File: config.mk
export PLATFORM = sky130hd
export DESIGN_NAME = sha256_round_sequencer
export DESIGN_NICKNAME = d
export VERILOG_FILES = /design/src/rtl/sha256_pkg.sv /design/src/rtl/sha256_k_rom.sv /design/src/rtl/sha256_round_sequencer.sv
export SDC_FILE = /design/constraint.sdc
export NUM_CORES = 2
export LEC_CHECK = 0
export BUFFER_PORTS_ARGS = -buffer_cell sky130_fd_sc_hd__clkbuf_2
export CAP_MARGIN = 25
export CORE_MARGIN = 2
export CORE_UTILIZATION = 36
export CTS_CLUSTER_SIZE = 16
export DETAILED_ROUTE_END_ITERATION = 10
export SYNTH_ARGS = -nofsm -noshare
export SYNTH_HDL_FRONTEND = slang
export SYNTH_SLANG_ARGS = --single-unit
File: constraint.sdc
create_clock -name clk -period 31.7 [get_ports clk]
set_input_delay 1.585 -clock clk [delete_from_list [all_inputs] [get_ports clk]]
set_output_delay 1.585 -clock clk [all_outputs]
set_load 0.05 [all_outputs]
File: src/rtl/sha256_pkg.sv
// Shared SHA-256 definitions: IV words, controller state encoding, word width
// and the bit-level round/schedule functions.
package sha256_pkg;

   localparam int WORD_W = 32;

   localparam logic [255:0] SHA256_IV = {
      32'h6a09e667, 32'hbb67ae85, 32'h3c6ef372, 32'ha54ff53a,
      32'h510e527f, 32'h9b05688c, 32'h1f83d9ab, 32'h5be0cd19
   };

   typedef enum logic [1:0] {
      ST_IDLE  = 2'd0,
      ST_ROUND = 2'd1,
      ST_FINAL = 2'd2
   } sha_state_e;

   function automatic logic [WORD_W-1:0] ch(input logic [WORD_W-1:0] x,
                                            input logic [WORD_W-1:0] y,
                                            input logic [WORD_W-1:0] z);
      return (x & y) ^ (~x & z);
   endfunction

   function automatic logic [WORD_W-1:0] maj(input logic [WORD_W-1:0] x,
                                             input logic [WORD_W-1:0] y,
                                             input logic [WORD_W-1:0] z);
      return (x & y) ^ (x & z) ^ (y & z);
   endfunction

   // Rotations are fixed, so they are written as plain rewiring.
   function automatic logic [WORD_W-1:0] big_sigma0(input logic [WORD_W-1:0] x);
      return {x[1:0], x[31:2]} ^ {x[12:0], x[31:13]} ^ {x[21:0], x[31:22]};
   endfunction

   function automatic logic [WORD_W-1:0] big_sigma1(input logic [WORD_W-1:0] x);
      return {x[5:0], x[31:6]} ^ {x[10:0], x[31:11]} ^ {x[24:0], x[31:25]};
   endfunction

   function automatic logic [WORD_W-1:0] small_sigma0(input logic [WORD_W-1:0] x);
      return {x[6:0], x[31:7]} ^ {x[17:0], x[31:18]} ^ {3'b000, x[31:3]};
   endfunction

   function automatic logic [WORD_W-1:0] small_sigma1(input logic [WORD_W-1:0] x);
      return {x[16:0], x[31:17]} ^ {x[18:0], x[31:19]} ^ {10'b0000000000, x[31:10]};
   endfunction

endpackage

File: src/rtl/sha256_k_rom.sv
// Round-constant table: maps a 6-bit round index to the FIPS 180-4 K[t] word.
module sha256_k_rom
   import sha256_pkg::*;
(
   input  logic [5:0]        idx_i,
   output logic [WORD_W-1:0] k_o
);

   // Pure lookup, no state.
   always_comb begin
      k_o = 32'h00000000;
      case (idx_i)
         6'd0:  k_o = 32'h428a2f98;  6'd1:  k_o = 32'h71374491;
         6'd2:  k_o = 32'hb5c0fbcf;  6'd3:  k_o = 32'he9b5dba5;
         6'd4:  k_o = 32'h3956c25b;  6'd5:  k_o = 32'h59f111f1;
         6'd6:  k_o = 32'h923f82a4;  6'd7:  k_o = 32'hab1c5ed5;
         6'd8:  k_o = 32'hd807aa98;  6'd9:  k_o = 32'h12835b01;
         6'd10: k_o = 32'h243185be;  6'd11: k_o = 32'h550c7dc3;
         6'd12: k_o = 32'h72be5d74;  6'd13: k_o = 32'h80deb1fe;
         6'd14: k_o = 32'h9bdc06a7;  6'd15: k_o = 32'hc19bf174;
         6'd16: k_o = 32'he49b69c1;  6'd17: k_o = 32'hefbe4786;
         6'd18: k_o = 32'h0fc19dc6;  6'd19: k_o = 32'h240ca1cc;
         6'd20: k_o = 32'h2de92c6f;  6'd21: k_o = 32'h4a7484aa;
         6'd22: k_o = 32'h5cb0a9dc;  6'd23: k_o = 32'h76f988da;
         6'd24: k_o = 32'h983e5152;  6'd25: k_o = 32'ha831c66d;
         6'd26: k_o = 32'hb00327c8;  6'd27: k_o = 32'hbf597fc7;
         6'd28: k_o = 32'hc6e00bf3;  6'd29: k_o = 32'hd5a79147;
         6'd30: k_o = 32'h06ca6351;  6'd31: k_o = 32'h14292967;
         6'd32: k_o = 32'h27b70a85;  6'd33: k_o = 32'h2e1b2138;
         6'd34: k_o = 32'h4d2c6dfc;  6'd35: k_o = 32'h53380d13;
         6'd36: k_o = 32'h650a7354;  6'd37: k_o = 32'h766a0abb;
         6'd38: k_o = 32'h81c2c92e;  6'd39: k_o = 32'h92722c85;
         6'd40: k_o = 32'ha2bfe8a1;  6'd41: k_o = 32'ha81a664b;
         6'd42: k_o = 32'hc24b8b70;  6'd43: k_o = 32'hc76c51a3;
         6'd44: k_o = 32'hd192e819;  6'd45: k_o = 32'hd6990624;
         6'd46: k_o = 32'hf40e3585;  6'd47: k_o = 32'h106aa070;
         6'd48: k_o = 32'h19a4c116;  6'd49: k_o = 32'h1e376c08;
         6'd50: k_o = 32'h2748774c;  6'd51: k_o = 32'h34b0bcb5;
         6'd52: k_o = 32'h391c0cb3;  6'd53: k_o = 32'h4ed8aa4a;
         6'd54: k_o = 32'h5b9cca4f;  6'd55: k_o = 32'h682e6ff3;
         6'd56: k_o = 32'h748f82ee;  6'd57: k_o = 32'h78a5636f;
         6'd58: k_o = 32'h84c87814;  6'd59: k_o = 32'h8cc70208;
         6'd60: k_o = 32'h90befffa;  6'd61: k_o = 32'ha4506ceb;
         6'd62: k_o = 32'hbef9a3f7;  6'd63: k_o = 32'hc67178f2;
         default: k_o = 32'h00000000;
      endcase
   end

endmodule

File: src/rtl/sha256_round_sequencer.sv
// Iterative SHA-256 compression: one round per clock over a shared datapath,
// start/busy/done handshake, chaining value added back in the FINAL cycle.
module sha256_round_sequencer
   import sha256_pkg::*;
#(
   parameter int ROUNDS = 64
) (
   input  logic         clk,
   input  logic         rst_n,
   input  logic         start,
   input  logic [511:0] block_in,
   input  logic [255:0] hash_in,
   output logic         busy,
   output logic         done,
   output logic [255:0] hash_out
);

   localparam logic [5:0] LAST_T = 6'(ROUNDS - 1);

   sha_state_e        state_q;
   logic [5:0]        t_q;
   logic [WORD_W-1:0] h_q    [8];
   logic [WORD_W-1:0] work_q [8];
   logic [WORD_W-1:0] w_q    [16];
   logic              busy_q;
   logic              done_q;
   logic [255:0]      hash_out_q;

   logic [WORD_W-1:0] k_d;
   logic [WORD_W-1:0] t1_d;
   logic [WORD_W-1:0] t2_d;
   logic [WORD_W-1:0] w_new_d;

   sha256_k_rom u_k_rom (
      .idx_i (t_q),
      .k_o   (k_d)
   );

   // work_q[0..7] hold a..h.
   assign t1_d = work_q[7] + big_sigma1(work_q[4]) + ch(work_q[4], work_q[5], work_q[6])
               + k_d + w_q[0];
   assign t2_d = big_sigma0(work_q[0]) + maj(work_q[0], work_q[1], work_q[2]);
   assign w_new_d = small_sigma1(w_q[14]) + w_q[9] + small_sigma0(w_q[1]) + w_q[0];

   // Controller FSM together with the working, schedule and output registers.
   always_ff @(posedge clk) begin
      if (!rst_n) begin
         state_q    <= ST_IDLE;
         t_q        <= 6'd0;
         busy_q     <= 1'b0;
         done_q     <= 1'b0;
         hash_out_q <= 256'd0;
         for (int i = 0; i < 8; i++) begin
            h_q[i]    <= 32'd0;
            work_q[i] <= 32'd0;
         end
         for (int i = 0; i < 16; i++) begin
            w_q[i] <= 32'd0;
         end
      end else begin
         done_q <= 1'b0;
         case (state_q)
            ST_IDLE: begin
               if (start) begin
                  for (int i = 0; i < 8; i++) begin
                     h_q[i]    <= hash_in[255-32*i -: 32];
                     work_q[i] <= hash_in[255-32*i -: 32];
                  end
                  for (int i = 0; i < 16; i++) begin
                     w_q[i] <= block_in[511-32*i -: 32];
                  end
                  t_q     <= 6'd0;
                  busy_q  <= 1'b1;
                  state_q <= ST_ROUND;
               end else begin
                  state_q <= ST_IDLE;
               end
            end
            ST_ROUND: begin
               work_q[0] <= t1_d + t2_d;
               work_q[1] <= work_q[0];
               work_q[2] <= work_q[1];
               work_q[3] <= work_q[2];
               work_q[4] <= work_q[3] + t1_d;
               work_q[5] <= work_q[4];
               work_q[6] <= work_q[5];
               work_q[7] <= work_q[6];
               for (int i = 0; i < 15; i++) begin
                  w_q[i] <= w_q[i+1];
               end
               w_q[15] <= w_new_d;
               t_q     <= t_q + 6'd1;
               if (t_q == LAST_T) begin
                  state_q <= ST_FINAL;
               end else begin
                  state_q <= ST_ROUND;
               end
            end
            ST_FINAL: begin
               for (int i = 0; i < 8; i++) begin
                  hash_out_q[255-32*i -: 32] <= h_q[i] + work_q[i];
               end
               done_q  <= 1'b1;
               busy_q  <= 1'b0;
               state_q <= ST_IDLE;
            end
            default: begin
               busy_q  <= 1'b0;
               state_q <= ST_IDLE;
            end
         endcase
      end
   end

   assign busy     = busy_q;
   assign done     = done_q;
   assign hash_out = hash_out_q;

endmodule
==> impl_metrics.py <==
metrics = {
    "timing": {
        "worst_slew_pin_slew_ns": 1.193,
        "min_period_ns": 8.519,
        "finalCritPeriodShare": 0.2687,
        "setup_viol": 0,
        "rsz0062_at_grt": "false",
        "final_hold_viol_count": 0,
        "slew_violations": 0,
        "clock_skew_ns": 0.05547,
        "fmax_ghz": 0.1174,
        "setup-tns-final_ns": 0,
        "maxSlewHeadroom": 0.2049,
    },
    "outcome": {
        "outcome": "complete, no violations",
    },
    "layout": {
        "post-route-util": 0.4223,
        "area_delta_synth_final_pct": 16.99,
        "final_cell_mix": "1028 x clkbuf_2, 1024 x edfxtp_1, 554 x a22o_1, 551 x nand2_1, 473 x a21oi_1",
        "fin_nets": 9269,
        "mostFrequentLayoutCell": "clkbuf_2",
        "drive_gt1_frac": 0.1775,
    },
    "floorplan": {
        "io_pins": 1029,
        "initial_core_util": 0.3609,
        "rows": 170,
        "die_x_um": 467.2,
        "die_h_um": 467.2,
        "die_area_mm2": 0.2183,
        "core_area_mm2": 0.2140,
    },
    "worst_setup_path": {
        "critical_path_class": "flop to flop",
        "cp_slowest_stage_delay_ns": 0.53,
        "r2r-end": "work_q[0][31]",
        "worstSetupEndpointType": "flop",
        "rr_worst_depth": 30,
        "worst_ep_required_time_ns": 32.27,
        "cp-start-kind": "flop",
        "path_buf_inv": 5,
        "rr_startpoint": "work_q[0][154]",
        "critPathSlowestCell": "edfxtp_1",
        "worstPathArrival_ns": 9.09,
        "cp_top_family": "adder cells",
        "ff2ff_setup_slack_ns": 23.18,
        "cp_max_fo": 6,
    },
    "detailed_routing": {
        "dr_total_vias": 62110,
        "drt_iter0_markers": 6655,
        "route.detailed.drc": 0,
        "drt_wl_total_mm": 332.2,
        "first_pass_iters": 6,
        "vias_per_cell": 5.693,
        "ant_nets": 0,
        "post_drt_wl_per_cell_um": 30.45,
    },
    "clock_tree": {
        "htreeDepth": 4,
        "cts-resized-gates": 0,
        "clk_pin_slew_ns": 0.06,
        "cts_tree": "yes",
        "clk_latency_ns": 0.84,
        "post-cts-setup-buffers": 0,
        "cts_root_buf": "clkbuf_16",
        "clk_path_buf_depth": 3,
        "postCtsHoldBufs": 0,
        "numCtsBuffers": 154,
        "clkSinkCount": 1322,
    },
    "hold_path": {
        "hold_class": "flop to flop",
        "holdPathEnd": "hash_out[176]",
        "hold_depth": 2,
        "min_from": "hash_out[176]",
    },
    "synth": {
        "synth_edf_count": 1024,
        "synth_fp_nets": 8414,
        "synth_area_mm2": 0.07723,
        "synthDistinctLibCells": 93,
        "syn_avg_cell_area_um2": 10.94,
        "synth-seq-cells": 1322,
        "synth_top_cell_by_area": "edfxtp_1",
        "yosys-top-cells-area": "edfxtp_1 40%, dfxtp_1 7.7%, ha_1 6.3%, a22o_1 6.3%, fa_1 5.1%",
        "synth_ff_type": "edfxtp_1",
        "syn_inst": 7059,
        "synth-seq-area-share": 0.4754,
        "yosysWarnings": 0,
        "synthArstFlopShare": 0,
        "netlist.area_leader.share": 0.3981,
    },
    "grt": {
        "grt_max_degree": 212,
        "grt_pass1_wl_mm": 453.1,
        "overflow": 0,
        "first_global_vias": 59234,
        "antenna_found_initial": 57,
        "track_usage": 0.2929,
    },
    "placement": {
        "hpwl_mm": 262.2,
        "place.gp.congestion": 0.9848,
        "io_buffers": 1028,
    },
    "run": {
        "maxCapViolCount": 0,
    },
}
## sequential cells by signal (all words and copies together), names as in the netlist
signal / count
work_q: 256
hash_out: 256
h_q: 256
u_k_rom.k_o: 32
done: 1
t_q: 6
w_q: 512
busy: 1
state_q: 2
## worst max path at each step
stage,start,endpoint,depth (start not counted)
after detailed placement,work_q[0][154],work_q[0][31],30
after global placement,work_q[0][154],work_q[0][31],30
after floorplan,start,u_k_rom.k_o[27],7
after global routing,work_q[0][155],work_q[0][31],30
final,work_q[0][154],work_q[0][31],30
after CTS,work_q[0][154],work_q[0][31],30
## routing by layer
metal	GRT usage	routed length [um]
met1	0.3788	135900
met2	0.4760	156200
met3	0.06288	25650
met4	0.1174	14160
met5	0	254
## tightest hold or removal path, cell delays in order, from the launching register on
cell and delay (ns):
dfxtp_1 0.31, nand2_1 0.05, a21oi_1 0.05
## synthesized netlist by cell type, types with 33 or more instances
cell / n
edfxtp_1: 1024
and2_1: 271
clkbuf_1: 367
or3_1: 47
nand2b_1: 57
inv_1: 332
a31oi_1: 55
fa_1: 195
nor2b_1: 33
o21a_1: 74
a22o_1: 554
nand2_1: 555
nor3_1: 78
nor2_1: 250
xnor2_1: 376
a21o_1: 402
o21ai_0: 364
ha_1: 389
dfxtp_1: 298
a211oi_1: 65
and3_1: 36
xor2_1: 184
o21bai_1: 44
a21oi_1: 473
nand3_1: 86
## cell families after synthesis
logic type	synth area share
DFF	0.4754
buffers and inverters	0.03580
muxes	0.006998
AOI/OAI and AO/OA	0.2103
and+or+nand+nor	0.09407
xor gates and xnor gates	0.06350
adders and majority gates	0.1140
## through the flow
stage | cells | worst slack, ns | hold slack, ns | cell area [um^2]
finish | 10910 | 23.18 | 0.4504 | 90360
global route | 10902 | 22.92 | 0.4676 | 90340
CTS | 10877 | 23.29 | 0.4520 | 90190
detailed placement | 10592 | 23.34 | 0.4421 | 85050
global placement | 10590 | 23.32 | 0.4379 | 85040
floorplan | 7059 | 9.228 | 0.4635 | 77230
## layout make-up
cell class | count | area, um^2
fillers | 20649 | 123600
multi-input cells | 5003 | 37830
flip-flops and latches | 1322 | 36720
repair buffers | 1097 | 5764
clock buffers | 206 | 4193
well taps | 2838 | 3551
inverters | 336 | 1289
clock inverters | 79 | 944.7
diodes | 29 | 72.57
Power is not shown: default switching activity piles up to over one toggle a cycle in this logic, so the estimate is an artifact.
